[config.mk]
export PLATFORM = sky130hd
export DESIGN_NAME = intt_level_sched
export DESIGN_NICKNAME = d
export VERILOG_FILES = /design/src/rtl/FHE_ALU_PKG.sv /design/src/rtl/intt_addr_gen.sv /design/src/rtl/intt_level_sched.sv
export SDC_FILE = /design/constraint.sdc
export NUM_CORES = 1
export LEC_CHECK = 0
export BUFFER_PORTS_ARGS = -buffer_cell sky130_fd_sc_hd__buf_2
export CAP_MARGIN = 20
export CORE_MARGIN = 4
export CORE_UTILIZATION = 25
export CTS_CLUSTER_SIZE = 10
export DETAILED_ROUTE_END_ITERATION = 12
export PLACE_DENSITY_LB_ADDON = 0.2
export SYNTH_ARGS = -nofsm -noshare
export SYNTH_HDL_FRONTEND = slang
export SYNTH_SLANG_ARGS = --single-unit
[constraint.sdc]
create_clock -name clk -period 8.9 [get_ports clk]
set_clock_uncertainty 0.2 [all_clocks]
set_input_delay 0.445 -clock clk [delete_from_list [all_inputs] [get_ports clk]]
set_output_delay 0.445 -clock clk [all_outputs]
set_load 0.02 [all_outputs]
[src/rtl/FHE_ALU_PKG.sv]
// Shared INTT datapath parameters and the level-sequencer state encoding.
package FHE_ALU_PKG;
  localparam int logN           = 3;
  localparam int IBUTTER_CYCLES = 4;

  typedef enum logic [2:0] {
    IDLE,
    ISSUE,
    DRAIN,
    SCALE,
    DONE
  } intt_sched_state_t;
endpackage

[src/rtl/intt_addr_gen.sv]
// Registered butterfly address generator: maps level/chunk/gap counters to
// coefficient addresses x, y and twiddle index, updating only on i_adv.
module intt_addr_gen #(
  parameter int LOGN = 3
) (
  input  logic            clk,
  input  logic            rst,
  input  logic            i_clr,
  input  logic            i_adv,
  input  logic [LOGN-1:0] i_level,
  input  logic [LOGN-2:0] i_chunk,
  input  logic [LOGN-2:0] i_gap,
  output logic [LOGN-1:0] o_x,
  output logic [LOGN-1:0] o_y,
  output logic [LOGN-1:0] o_root
);
  localparam int unsigned N = 1 << LOGN;

  logic [LOGN-1:0] w_span;
  logic [LOGN-1:0] w_x;
  logic [LOGN-1:0] w_root;
  logic [LOGN-1:0] r_x;
  logic [LOGN-1:0] r_y;
  logic [LOGN-1:0] r_root;

  // chunk*2*gap_size is a shift by level+1; level+1 never exceeds LOGN.
  assign w_span = LOGN'(1) << i_level;
  assign w_x    = (LOGN'(i_chunk) << (i_level + 1'b1)) + LOGN'(i_gap);
  assign w_root = LOGN'(N >> (i_level + 1'b1)) + LOGN'(i_chunk);

  always_ff @(posedge clk) begin
    if (rst || i_clr) begin
      r_x    <= '0;
      r_y    <= '0;
      r_root <= '0;
    end else if (i_adv) begin
      r_x    <= w_x;
      r_y    <= w_x + w_span;
      r_root <= w_root;
    end
  end

  assign o_x    = r_x;
  assign o_y    = r_y;
  assign o_root = r_root;
endmodule

[src/rtl/intt_level_sched.sv]
// Inverse-NTT level sequencer with inter-level drain barrier.
// Optional N^-1 scaling pass enabled by defining INTT_SCHED_SCALE_EN.
module intt_level_sched
  import FHE_ALU_PKG::*;
#(
  parameter int LOGN         = logN,
  parameter int DRAIN_CYCLES = IBUTTER_CYCLES
) (
  input  logic            clk,
  input  logic            rst,
  input  logic            start,
  input  logic [LOGN-1:0] skip_mask,
  input  logic            out_ready,
  output logic            out_valid,
  output logic [1:0]      in_valid_code,
  output logic            skip_level,
  output logic [LOGN-1:0] x,
  output logic [LOGN-1:0] y,
  output logic [LOGN-1:0] root_idx,
  output logic [LOGN-1:0] level,
  output logic [LOGN-2:0] chunk_idx,
  output logic [LOGN-2:0] gap_idx,
  output logic [LOGN-1:0] num_chunk,
  output logic [LOGN-1:0] gap_size,
  output logic            busy,
  output logic            done
);
  // state | meaning
  // IDLE  | waiting for start, all outputs zero
  // ISSUE | one butterfly offered per cycle for the current level
  // DRAIN | barrier so the next pass never reads unwritten coefficients
  // SCALE | N^-1 scaling pass over adjacent pairs (optional)
  // DONE  | single-cycle completion pulse
  localparam int unsigned   N        = 1 << LOGN;
  localparam int            DW       = (DRAIN_CYCLES > 1) ? $clog2(DRAIN_CYCLES) : 1;
  localparam logic [LOGN-1:0] HALF     = LOGN'(N >> 1);
  localparam logic [LOGN-1:0] LAST_LVL = LOGN'(LOGN - 1);

  intt_sched_state_t r_state, w_nxt_state;

  logic [LOGN-1:0] r_level, w_nxt_level;
  logic [LOGN-2:0] r_chunk, w_nxt_chunk;
  logic [LOGN-2:0] r_gap, w_nxt_gap;
  logic [LOGN-1:0] r_gap_size, w_nxt_gap_size;
  logic [LOGN-1:0] r_num_chunk, w_nxt_num_chunk;
  logic [LOGN-1:0] r_mask, w_nxt_mask;
  logic [DW-1:0]   r_drain, w_nxt_drain;
  logic            r_out_valid, w_nxt_valid;
  logic [1:0]      r_code, w_nxt_code;
  logic            r_skip, w_nxt_skip;
  logic            r_busy, w_nxt_busy;
  logic            r_done, w_nxt_done;
  logic            w_adv, w_clr, w_fire, w_last;
  logic [LOGN-1:0] w_nl;
  logic [LOGN-1:0] w_root;
`ifdef INTT_SCHED_SCALE_EN
  logic            r_scale, w_nxt_scale;
`endif

  assign w_fire = r_out_valid && out_ready;
  assign w_last = (LOGN'(r_chunk) == r_num_chunk - 1'b1) &&
                  (LOGN'(r_gap) == r_gap_size - 1'b1);
  assign w_nl   = r_level + 1'b1;

  always_ff @(posedge clk) begin
    if (rst) r_state <= IDLE;
    else     r_state <= w_nxt_state;
  end

  always_comb begin
    w_nxt_state     = r_state;
    w_nxt_level     = r_level;
    w_nxt_chunk     = r_chunk;
    w_nxt_gap       = r_gap;
    w_nxt_gap_size  = r_gap_size;
    w_nxt_num_chunk = r_num_chunk;
    w_nxt_mask      = r_mask;
    w_nxt_drain     = r_drain;
    w_nxt_valid     = r_out_valid;
    w_nxt_code      = r_code;
    w_nxt_skip      = r_skip;
    w_nxt_busy      = r_busy;
    w_nxt_done      = 1'b0;
    w_adv           = 1'b0;
    w_clr           = 1'b0;
`ifdef INTT_SCHED_SCALE_EN
    w_nxt_scale     = r_scale;
`endif
    case (r_state)
      IDLE: begin
        if (start) begin
          w_nxt_state     = ISSUE;
          w_nxt_level     = '0;
          w_nxt_chunk     = '0;
          w_nxt_gap       = '0;
          w_nxt_gap_size  = LOGN'(1);
          w_nxt_num_chunk = HALF;
          w_nxt_mask      = skip_mask;
          w_nxt_valid     = 1'b1;
          w_nxt_code      = 2'd1;
          w_nxt_skip      = skip_mask[0];
          w_nxt_busy      = 1'b1;
          w_adv           = 1'b1;
        end
      end
`ifdef INTT_SCHED_SCALE_EN
      ISSUE, SCALE: begin
`else
      ISSUE: begin
`endif
        if (w_fire) begin
          if (w_last) begin
            w_nxt_state = DRAIN;
            w_nxt_valid = 1'b0;
            w_nxt_code  = 2'd0;
            w_nxt_drain = r_skip ? '0 : DW'(DRAIN_CYCLES - 1);
          end else begin
            w_adv = 1'b1;
            if (LOGN'(r_gap) == r_gap_size - 1'b1) begin
              w_nxt_gap   = '0;
              w_nxt_chunk = r_chunk + 1'b1;
            end else begin
              w_nxt_gap = r_gap + 1'b1;
            end
          end
        end
      end
      DRAIN: begin
        if (r_drain != '0) begin
          w_nxt_drain = r_drain - 1'b1;
`ifdef INTT_SCHED_SCALE_EN
        end else if (r_scale) begin
          w_nxt_state = DONE;
          w_nxt_done  = 1'b1;
        end else if (r_level == LAST_LVL) begin
          // Scaling reuses the level-0 pairing (x=2k, y=2k+1); root is forced to slot 0.
          w_nxt_state     = SCALE;
          w_nxt_scale     = 1'b1;
          w_nxt_level     = '0;
          w_nxt_chunk     = '0;
          w_nxt_gap       = '0;
          w_nxt_gap_size  = LOGN'(1);
          w_nxt_num_chunk = HALF;
          w_nxt_valid     = 1'b1;
          w_nxt_code      = 2'd2;
          w_nxt_skip      = 1'b0;
          w_adv           = 1'b1;
`else
        end else if (r_level == LAST_LVL) begin
          w_nxt_state = DONE;
          w_nxt_done  = 1'b1;
`endif
        end else begin
          w_nxt_state     = ISSUE;
          w_nxt_level     = w_nl;
          w_nxt_chunk     = '0;
          w_nxt_gap       = '0;
          w_nxt_gap_size  = LOGN'(1) << w_nl;
          w_nxt_num_chunk = LOGN'(N >> (w_nl + 1'b1));
          w_nxt_valid     = 1'b1;
          w_nxt_code      = 2'd1;
          w_nxt_skip      = r_mask[w_nl];
          w_adv           = 1'b1;
        end
      end
      DONE: begin
        w_nxt_state     = IDLE;
        w_nxt_level     = '0;
        w_nxt_chunk     = '0;
        w_nxt_gap       = '0;
        w_nxt_gap_size  = '0;
        w_nxt_num_chunk = '0;
        w_nxt_mask      = '0;
        w_nxt_drain     = '0;
        w_nxt_valid     = 1'b0;
        w_nxt_code      = 2'd0;
        w_nxt_skip      = 1'b0;
        w_nxt_busy      = 1'b0;
        w_clr           = 1'b1;
`ifdef INTT_SCHED_SCALE_EN
        w_nxt_scale     = 1'b0;
`endif
      end
      default: w_nxt_state = IDLE;
    endcase
  end

  always_ff @(posedge clk) begin
    if (rst) begin
      r_level     <= '0;
      r_chunk     <= '0;
      r_gap       <= '0;
      r_gap_size  <= '0;
      r_num_chunk <= '0;
      r_mask      <= '0;
      r_drain     <= '0;
      r_out_valid <= 1'b0;
      r_code      <= 2'd0;
      r_skip      <= 1'b0;
      r_busy      <= 1'b0;
      r_done      <= 1'b0;
`ifdef INTT_SCHED_SCALE_EN
      r_scale     <= 1'b0;
`endif
    end else begin
      r_level     <= w_nxt_level;
      r_chunk     <= w_nxt_chunk;
      r_gap       <= w_nxt_gap;
      r_gap_size  <= w_nxt_gap_size;
      r_num_chunk <= w_nxt_num_chunk;
      r_mask      <= w_nxt_mask;
      r_drain     <= w_nxt_drain;
      r_out_valid <= w_nxt_valid;
      r_code      <= w_nxt_code;
      r_skip      <= w_nxt_skip;
      r_busy      <= w_nxt_busy;
      r_done      <= w_nxt_done;
`ifdef INTT_SCHED_SCALE_EN
      r_scale     <= w_nxt_scale;
`endif
    end
  end

  intt_addr_gen #(.LOGN(LOGN)) u_addr_gen (
    .clk     (clk),
    .rst     (rst),
    .i_clr   (w_clr),
    .i_adv   (w_adv),
    .i_level (w_nxt_level),
    .i_chunk (w_nxt_chunk),
    .i_gap   (w_nxt_gap),
    .o_x     (x),
    .o_y     (y),
    .o_root  (w_root)
  );

`ifdef INTT_SCHED_SCALE_EN
  assign root_idx = r_scale ? '0 : w_root;
`else
  assign root_idx = w_root;
`endif

  assign out_valid     = r_out_valid;
  assign in_valid_code = r_code;
  assign skip_level    = r_skip;
  assign level         = r_level;
  assign chunk_idx     = r_chunk;
  assign gap_idx       = r_gap;
  assign num_chunk     = r_num_chunk;
  assign gap_size      = r_gap_size;
  assign busy          = r_busy;
  assign done          = r_done;
endmodule

==> qor.csv, run 1 <==
stage,metric,value,unit
status,status,"finished, final reports clean",
layout,layout-drive-gt1-share,21.45,%
route,postRouteAntennaNets,0,
die,pin_count,35,
die,die_area,10480,µm²
grt,busiest_layer,met2,
power_and_ir_drop,power_density,203.3,nW/µm²
worst_setup_path,critPathKind,reg2reg,
route,first_pass_iters,4,
timing,max_freq,221.9,MHz
die,core-area,8678,µm²
clock_tree,cts_resized,0,
timing,slew_viol_final,0,
route,drc,0,
clock_tree,htreeDepth,2,
synth,synth_edf_count,0,
grt,use_met2,17.89,%
grt,globalRouteTotalUtil,11.41,%
synth,synth_fp_nets,289,
grt,grt_pass1_wl,9.232,mm
synth,ys_ff_latch,34,
route,vias,1828,
grt,antenna_found_initial,0,
clock_tree,cts_tree,built,
clock_tree,post-cts-setup-buffer-count,0,
clock_tree,cts_buffer_depth,2,
clock_tree,clk_latency,0.29,ns
placement,placed_area,2434,µm²
timing,setup_violations,0,
worst_setup_path,crit_fanout,13,
worst_setup_path,end_kind,flip-flop,
placement,dp_slack,4.410,ns
synth,synth_ff_type,dfxtp_1,
layout,nets,316,
power_and_ir_drop,leakagePower,1.040,nW
synth,yosysTopAreaCell,dfxtp_1,
clock_tree,clk_pin_slew,0.08,ns
job,maxCapViolCount,0,
placement,io_buffers,33,
timing,fin_tns_setup,0,ns
placement,hpwlAfterDp,4.279,mm
clock_tree,root_buffer,clkbuf_8,
min_path,hp-start,skip_mask[1],
synth,ys_top_cells_by_count,"dfxtp_1, nand2_1, nor2_1",
synth,synth.most_common_cell,dfxtp_1,
synth,synthCells,261,
grt,gr-usage-met1,15.74,%
die,start_util,25.65,%
timing,whs,0.2049,ns
clock_tree,numCtsBuffers,5,
synth,yosys_warnings,0,
route,drt_iter0_drc,106,
clock_tree,cts_sinks,34,
synth,synth_area,2226,µm²
synth,seq_area_frac_synth,30.58,%
layout,design_area,2544,µm²
min_path,hold_path_class,in2reg,
power_and_ir_drop,ir_worst_vdd,0.07195,mV
grt,overflow,0,
grt,gr-usage-met3,2.253,%
worst_setup_path,startpoint,r_state[1],
worst_setup_path,arrival,4.54,ns
grt,first_global_vias,1789,
synth,syn_area_per_cell,8.528,µm²
route,viasPerCell,4.605,
layout,area_delta_synth_final,14.28,%
synth,ys_types,59,
worst_setup_path,startpoint_type,flip-flop,
layout,antenna_cells,0,
clock_tree,cts.hold.buffers_added,0,
route,wire_per_inst,14.00,µm
die,die_width,102.4,µm
timing,period_needed,4.507,ns
timing,worst_pin_slew,0.7075,ns
timing,finalHoldViolCount,0,
synth,netlist.area_leader.share,30.58,%
timing,postLayoutSetupSlackWorst,4.393,ns
grt,grt_max_degree,28,
die,fp.dieH,102.4,µm
synth,yosys-top-cells-area,"dfxtp_1, ha_1, a21oi_1",
worst_setup_path,worstPathRequired,8.93,ns
placement,gp_congestion,0.8796,
die,num_rows,34,
synth,async_flop_share,0,%
worst_setup_path,r2r_start,r_state[1],
timing,rsz0062_at_grt,no,
timing,slew_headroom,52.84,%
timing,finalCritPeriodShare,50.64,%
route,wl,5.559,mm
-- registers in the layout, summed over array words and instances (netlist names) --
signal / flops
gap_size: 3
level: 3
num_chunk: 3
r_mask: 3
r_state: 3
u_addr_gen.o_root: 3
u_addr_gen.o_x: 3
u_addr_gen.o_y: 3
chunk_idx: 2
gap_idx: 2
r_drain: 2
busy: 1
done: 1
in_valid_code: 1
skip_level: 1
-- final cells by class --
class | count | area [µm²]
clock buffers | 6 | 72.57
repair buffers | 33 | 165.2
inverters | 19 | 76.32
fillers | 977 | 6135
flip-flops and latches | 34 | 680.7
multi-input cells | 195 | 1376
well taps | 108 | 135.1
clock inverters | 2 | 37.54
-- critical path: stages, from the launching register on --
cell and delay [ns]:
dfxtp_1 0.58, nor3b_2 0.65, a21oi_1 0.19, a21o_4 0.29, clkinv_4 0.07, ha_1 0.21
xnor2_1 0.12, nor4_1 0.29, ha_1 0.19, inv_1 0.04, fa_1 0.49, fa_1 0.45
xor2_1 0.20, xor3_1 0.32, a21oi_1 0.14
-- cells by family (layout without fill, tap and decap cells) --
group                    after synthesis  after routing  share of synthesized area (%)
flip-flops                            34             34                          30.58
adder cells (fa/ha/maj)               21             21                          12.82
AO/OA/AOI/OAI                         65             65                          21.25
multiplexers                           2              2                         0.9556
other                                  1              1                         0.1685
AND/OR/NAND/NOR                       94             94                          21.25
XOR/XNOR                              12             12                          5.396
buffers and inverters                 32             60                          7.588
-- routing by layer --
| metal | vias to the layer above | wire, µm |
|---|---|---|
| met2 | 36 | 2480 |
| met4 | 0 | 85 |
| met1 | 828 | 2777 |
| met3 | 7 | 215 |
| li1 | 957 | - |
| met5 | - | 0 |
-- power by group --
group	total [W]	internal [W]	switching [W]
combinational	0.000180	0.0000648	0.000116
clock	0.000147	0.0000836	0.0000631
sequential	0.000190	0.000172	0.0000186
total	0.000517	0.000320	0.000197
-- worst paths after layout --
kind                            slack (ns)  cells after the start                end
worst max-delay path                  4.39                     14  u_addr_gen.o_y[2]
worst min-delay path                  0.20                      3          r_mask[1]
worst max register to register        4.39                     14  u_addr_gen.o_y[2]
worst min register to register        0.26                      2  u_addr_gen.o_x[0]
-- cell usage in the layout (no fill, tap or decap), types with 2 or more instances in the layout --
master    instances
a211oi_1          5
o21ai_0          10
nor3_1            7
buf_2            33
xnor2_1           4
o32ai_1           3
nand2b_1          3
nand3_1           4
fa_1              3
a21oi_2           2
a21oi_1          21
nor2b_1           5
o21ai_2           2
and2b_1           2
and2_1            2
a31oi_1           4
ha_1             18
o21bai_1          2
nand4_1           4
dfxtp_1          34
o21a_1            2
nand2_1          28
inv_1            17
clkbuf_8          5
or3b_1            2
xor2_1            7
or2_2             2
nor2_1           26
-- metrics by stage --
| step | power [W] | instances | util [%] |
|---|---|---|---|
| floorplan | 0.0003360 | 261 | - |
| global placement | 0.0003761 | 389 | 28.04 |
| detailed placement | 0.0003753 | 389 | 28.04 |
| CTS | 0.0005275 | 397 | 29.31 |
| global route | 0.0005570 | 397 | 29.31 |
| finish | 0.0005173 | 397 | 29.31 |
Note: power is estimated with default switching activity, not from simulation.
==> run 2: changes to the inputs <==
clock period = 4.47 ns   (was 8.9 ns; I/O delays follow)
==> run 2 against run 1 <==
Largest cell class unchanged. Highest routed layer unchanged. First-iteration DRC count is 40% lower. Via count grew 2.6%. Power grew 93%. Worst hold slack worse by 0.17 ns. Sequential cell count unchanged. Clock power up 63%. Critical endpoint unchanged. Largest power group is now combinational cells. Worst setup slack worse by 4.1 ns. Die area unchanged. Sequential share of layout area fell by 0.69 points. Sequential power rose by 95%.
==> qor.csv, run 2 (same netlist as run 1, synthesis figures left out) <==
stage,metric,value,unit,change
timing,setup_violations,0,,unchanged
clock_tree,root_buffer,clkbuf_8,,unchanged
die,fp.dieH,102.4,µm,unchanged
timing,finalCritPeriodShare,93.90,%,was 50.64%
route,viasPerCell,4.609,,was 4.605
power_and_ir_drop,leakagePower,1.085,nW,was 1.040 nW
timing,finalHoldViolCount,0,,unchanged
layout,antenna_cells,0,,unchanged
placement,io_buffers,33,,unchanged
route,wl_met3,233,µm,was 215 µm
power_and_ir_drop,combPwrFrac,38.8,%,was 34.9%
clock_tree,cts_sinks,34,,unchanged
placement,hpwlAfterDp,4.555,mm,was 4.279 mm
power_and_ir_drop,pwr-share-seq,37.2,%,was 36.8%
die,core-area,8678,µm²,unchanged
clock_tree,cts_buffer_depth,2,,unchanged
worst_setup_path,end_kind,flip-flop,,unchanged
placement,gp_congestion,0.8558,,was 0.8796
worst_setup_path,arrival,4.23,ns,was 4.54 ns
route,first_pass_iters,4,,unchanged
die,start_util,25.65,%,unchanged
route,drt_iter0_drc,64,,was 106
job,maxCapViolCount,0,,unchanged
route,vias,1876,,was 1828
power_and_ir_drop,power_density,381.9,nW/µm²,was 203.3 nW/µm²
grt,grt_pass1_wl,9.673,mm,was 9.232 mm
die,num_rows,34,,unchanged
timing,whs,0.03793,ns,was 0.2049 ns
power_and_ir_drop,switching_share,39.08,%,was 38.14%
grt,grt_max_degree,28,,unchanged
route,wl_met1,2.811,mm,was 2.777 mm
die,die_area,10480,µm²,unchanged
layout,layout-drive-gt1-share,23.75,%,was 21.45%
timing,fin_tns_setup,0,ns,unchanged
clock_tree,clk_pin_slew,0.07,ns,was 0.08 ns
timing,max_freq,238.3,MHz,was 221.9 MHz
layout,mostFrequentLayoutCells,"dfxtp_1, buf_2, nand2_1, nor2_1, a21oi_1",,unchanged
clock_tree,cts_tree,built,,unchanged
grt,overflow,0,,unchanged
layout,area_delta_synth_final,17.31,%,was 14.28%
die,die_width,102.4,µm,unchanged
timing,worst_pin_slew,0.7332,ns,was 0.7075 ns
status,status,"finished, final reports clean",,unchanged
clock_tree,post-cts-setup-buffer-count,0,,unchanged
clock_tree,clk_latency,0.29,ns,about the same
route,wire_per_inst,14.09,µm,was 14.00 µm
route,postRouteAntennaNets,0,,unchanged
power_and_ir_drop,clockPowerShare,24.0,%,was 28.4%
route,highest_layer,met4,,unchanged
min_path,hold_path_class,in2reg,,unchanged
clock_tree,numCtsBuffers,5,,unchanged
clock_tree,htreeDepth,2,,unchanged
timing,rsz0062_at_grt,no,,unchanged
route,wl,5.734,mm,was 5.559 mm
layout,nets,326,,was 316
power_and_ir_drop,ir_worst_vdd,0.1049,mV,was 0.07195 mV
timing,slew_headroom,51.12,%,was 52.84%
worst_setup_path,critPathKind,reg2reg,,unchanged
route,wl_met2,2.610,mm,was 2.480 mm
die,pin_count,35,,unchanged
worst_setup_path,worstPathRequired,4.50,ns,was 8.93 ns
worst_setup_path,crit_fanout,7,,was 13
power_and_ir_drop,p_switching,0.0003898,W,was 0.0001973 W
layout,final_common_cell,dfxtp_1,,unchanged
grt,globalRouteTotalUtil,11.93,%,was 11.41%
layout,nFillCells,978,,was 977
timing,period_needed,4.197,ns,was 4.507 ns
grt,antenna_found_initial,0,,unchanged
route,drc,0,,unchanged
grt,first_global_vias,1912,,was 1789
power_and_ir_drop,p_int,0.0006076,W,was 0.0003200 W
timing,slew_viol_final,0,,unchanged
worst_setup_path,startpoint_type,flip-flop,,unchanged
## run 2: cell types whose count changed in the layout (fill, tap and decap cells not counted), sizes merged
cell	change
buf	+8
clkinv	+1
clkbuf	+1
dlygate4sd3	+2
clkinvlp	-1
bufinv	-1
## run 2: layout make-up
type	count	area (µm²)	area share, %
Clock buffer	7	86.33	3.306
Clock inverter	1	5.005	0.1917
Inverter	19	76.32	2.923
Multi-Input combinational cell	195	1383	52.95
Sequential cell	34	680.7	26.07
Tap cell	108	135.1	5.175
Timing Repair Buffer	43	245.2	9.391
## run 2: metrics by stage
stage / util (%) / std cells / total power [W] / setup slack [ns] / instance area (µm²)
6_report: 30.09 / 407 / 0.0009973 / 0.2728 / 2611
5_1_grt: 30.09 / 407 / 0.001074 / 0.01665 / 2611
4_1_cts: 30.02 / 407 / 0.001013 / 0.1905 / 2605
3_5_place_dp: 28.73 / 397 / 0.0007649 / 0.2181 / 2494
3_3_place_gp: 28.73 / 397 / 0.0007646 / 0.3478 / 2494
2_1_floorplan: - / 261 / 0.0006690 / 0.2817 / 2226
## run 2: layer usage
layer  vias up  global-route usage (%)
met2        29                   18.89
met1       867                   16.14
met3         7                   2.116
met5         -                       0
li1        973                       -
met4         0                   4.541
## run 2: worst paths after layout
check | startpoint | cells past startpoint | to | slack [ns]
max | r_drain[0] | 14 | u_addr_gen.o_y[2] | 0.27
min | skip_mask[0] | 3 | r_mask[0] | 0.04
max reg2reg | r_drain[0] | 14 | u_addr_gen.o_y[2] | 0.27
min reg2reg | u_addr_gen.o_x[0] | 2 | u_addr_gen.o_x[0] | 0.26
## run 2: power groups by stage
stage | Clock, W | Combinational, W | Sequential [W]
floorplan | 0 | 0.000262 | 0.000407
global placement | 0 | 0.000387 | 0.000378
detailed placement | 0 | 0.000388 | 0.000377
CTS | 0.000251 | 0.000391 | 0.000371
global route | 0.000262 | 0.000435 | 0.000376
finish | 0.000240 | 0.000387 | 0.000371
## run 2: critical path: stages, from the launching register on
cell and delay [ns]:
dfxtp_1 0.33, inv_1 0.06, ha_1 0.27, mux2_2 0.33, o21a_1 0.21, a21o_4 0.25
ha_1 0.35, nor4_2 0.31, ha_1 0.19, inv_1 0.05, fa_1 0.48, fa_1 0.45
xor2_1 0.20, xor3_1 0.33, a21oi_1 0.14
## run 2: repair_timing
action	4_1_cts	5_1_grt
gates resized for setup	0	1
hold buffers	2	0
hold endpoints to repair	2	0
endpoints found under the setup margin	0	1
==> run 3: changes to the inputs <==
SLEW_MARGIN = 40   (was not set)
clock period = 4.4 ns   (was 4.47 ns; I/O delays follow)
==> run 3 against run 2 <==
Sequential power increased by 2%. Global-route usage about the same. Worst setup slack got worse by 0.10 ns. Final cell count increased by 0.25%. Non-clock buffer count increased by 1. Cell area increased by 0.72%. Combinational power increased by 2%. Critical path depth unchanged. Maximum frequency decreased by 0.72%. Via count increased by 0.75%. Register-to-register slack got worse by 0.10 ns. Worst hold slack got worse by 0.016 ns. Critical path type unchanged. Largest cell class unchanged.
==> qor.csv, run 3 (same netlist as run 1, synthesis figures left out) <==
stage,metric,value,unit,change
route,drc,0,,unchanged
worst_setup_path,ff2ff_path_depth,14,,unchanged
worst_setup_path,crit_chain,inv_1 -> ha_1 -> mux2_2 -> o21a_1 -> a21o_4 -> ha_1 -> nor4_1 -> ha_1 -> inv_1 -> fa_1 -> fa_1 -> xor2_2 -> xor3_1 -> a21oi_1,,was inv_1 -> ha_1 -> mux2_2 -> o21a_1 -> a21o_4 -> ha_1 -> nor4_2 -> ha_1 -> inv_1 -> fa_1 -> fa_1 -> xor2_1 -> xor3_1 -> a21oi_1
worst_setup_path,end_kind,flip-flop,,unchanged
timing,slew_viol_final,0,,unchanged
die,num_rows,34,,unchanged
power_and_ir_drop,power_density,390.1,nW/µm²,was 381.9 nW/µm²
timing,max_freq,236.5,MHz,was 238.3 MHz
clock_tree,cts_buffer_depth,2,,unchanged
grt,globalRouteTotalUtil,11.90,%,was 11.93%
placement,placed_area,2501,µm²,was 2494 µm²
clock_tree,htreeDepth,2,,unchanged
timing,slew_headroom,52.26,%,was 51.12%
layout,antenna_cells,0,,unchanged
power_and_ir_drop,leakagePower,1.093,nW,was 1.085 nW
min_path,hold_path_class,in2reg,,unchanged
worst_setup_path,worst_path_most_repeated_cell,ha_1,,unchanged
layout,nets,327,,was 326
die,die_width,102.4,µm,unchanged
route,viasPerCell,4.632,,was 4.609
job,maxCapViolCount,0,,unchanged
status,status,"finished, final reports clean",,unchanged
min_path,hold_path_depth,3,,unchanged
timing,whs,0.02178,ns,was 0.03793 ns
timing,period_needed,4.228,ns,was 4.197 ns
worst_setup_path,reg2reg_to,u_addr_gen.o_y[2],,unchanged
clock_tree,cts_sinks,34,,unchanged
clock_tree,clk_pin_slew,0.07,ns,about the same
worst_setup_path,crit_fanout,7,,unchanged
clock_tree,clk_latency,0.29,ns,about the same
route,drt_iter0_drc,33,,was 64
layout,mostFrequentLayoutCells,"dfxtp_1, buf_2, nand2_1, nor2_1, a21oi_1",,unchanged
placement,hpwlAfterDp,4.468,mm,was 4.555 mm
min_path,hp-start,skip_mask[0],,unchanged
die,fp.dieH,102.4,µm,unchanged
route,vias,1890,,was 1876
timing,finalCritPeriodShare,96.09,%,was 93.90%
placement,gp_congestion,0.8194,,was 0.8558
layout,final_common_cell,dfxtp_1,,unchanged
die,core-area,8678,µm²,unchanged
worst_setup_path,critPathKind,reg2reg,,unchanged
layout,layout-drive-gt1-share,24.67,%,was 23.75%
grt,overflow,0,,unchanged
route,wire_per_inst,14.05,µm,was 14.09 µm
route,first_pass_iters,5,,was 4
clock_tree,numCtsBuffers,5,,unchanged
power_and_ir_drop,ir_worst_vdd,0.1457,mV,was 0.1049 mV
worst_setup_path,r2r_slack,0.17,ns,was 0.27 ns
layout,area_delta_synth_final,18.16,%,was 17.31%
worst_setup_path,critical_path.max_stage_delay,0.49,ns,was 0.48 ns
clock_tree,cts_tree,built,,unchanged
placement,dp_slack,0.1527,ns,was 0.2181 ns
timing,worst_pin_slew,0.7161,ns,was 0.7332 ns
route,wl,5.731,mm,was 5.734 mm
layout,design_area,2630,µm²,was 2611 µm²
grt,grt_pass1_wl,9.735,mm,was 9.673 mm
grt,antenna_found_initial,0,,unchanged
timing,setup_violations,0,,unchanged
worst_setup_path,r2r_start,r_drain[0],,unchanged
die,pin_count,35,,unchanged
worst_setup_path,crit_slowest_cell,fa_1,,unchanged
timing,finalHoldViolCount,0,,unchanged
route,postRouteAntennaNets,0,,unchanged
worst_setup_path,worstPathRequired,4.43,ns,was 4.50 ns
die,start_util,25.65,%,unchanged
timing,fin_tns_setup,0,ns,unchanged
worst_setup_path,startpoint_type,flip-flop,,unchanged
grt,first_global_vias,1878,,was 1912
min_path,holdPathEnd,r_mask[0],,unchanged
worst_setup_path,arrival,4.26,ns,was 4.23 ns
placement,io_buffers,33,,unchanged
clock_tree,root_buffer,clkbuf_8,,unchanged
timing,postLayoutSetupSlackWorst,0.1722,ns,was 0.2728 ns
die,die_area,10480,µm²,unchanged
grt,grt_max_degree,28,,unchanged
==> run 3: stage by stage <==
step | util (%) | total power [W] | std cells
6_report | 30.31 | 0.001026 | 408
5_1_grt | 30.31 | 0.001100 | 408
3_5_place_dp | 28.82 | 0.0007781 | 398
3_3_place_gp | 28.82 | 0.0007803 | 398
4_1_cts | 30.10 | 0.001041 | 408
2_1_floorplan | - | 0.0006797 | 261
==> run 3: what timing repair did <==
| action | CTS | global route |
|---|---|---|
| gates resized for setup | 0 | 3 |
| hold buffers | 2 | 0 |
| endpoints found under the setup margin | 0 | 1 |
| buffers inserted | 0 | 0 |
| hold endpoints to repair | 2 | 0 |
==> run 3: cell type report <==
class	count	area (µm²)
tap	108	135.1
fill	974	6048
sequential	34	680.7
inverter	19	76.32
clock inverter	1	5.005
clock buffer	7	86.33
multi-input combinational	195	1394
timing repair buffer	44	252.7
==> run 3: layer usage <==
metal | up-vias | GRT usage [%] | routed length, µm
met5 | - | 0 | 0
met4 | 0 | 3.935 | 84
met3 | 8 | 2.184 | 217
met2 | 35 | 18.04 | 2576
met1 | 876 | 16.97 | 2853
li1 | 971 | - | -
==> run 3: power by group <==
group | switching [W] | internal [W] | total [W]
combinational | 0.000247 | 0.000148 | 0.000395
sequential | 0.0000297 | 0.000347 | 0.000377
clock | 0.000127 | 0.000127 | 0.000254
total | 0.000404 | 0.000622 | 0.00103
==> run 3: worst max-delay path, delay by kind of cell, from the launching register on <==
family	cells	cell delay, ns
DFF	1	0.33
muxes	1	0.32
AOI/OAI and AO/OA	3	0.60
xor gates and xnor gates	2	0.54
buffers and inverters	2	0.10
and+or+nand+nor	1	0.31
adders and majority gates	5	1.77
==> run 3: how the worst max path moves through the flow <==
stage	from	end	slack, ns
5_1_grt	r_drain[0]	u_addr_gen.o_y[2]	-0.02
3_3_place_gp	level[1]	u_addr_gen.o_y[2]	0.22
6_report	r_drain[0]	u_addr_gen.o_y[2]	0.17
4_1_cts	level[1]	u_addr_gen.o_y[2]	0.14
2_1_floorplan	level[0]	u_addr_gen.o_y[2]	0.21
3_5_place_dp	level[1]	u_addr_gen.o_y[2]	0.15
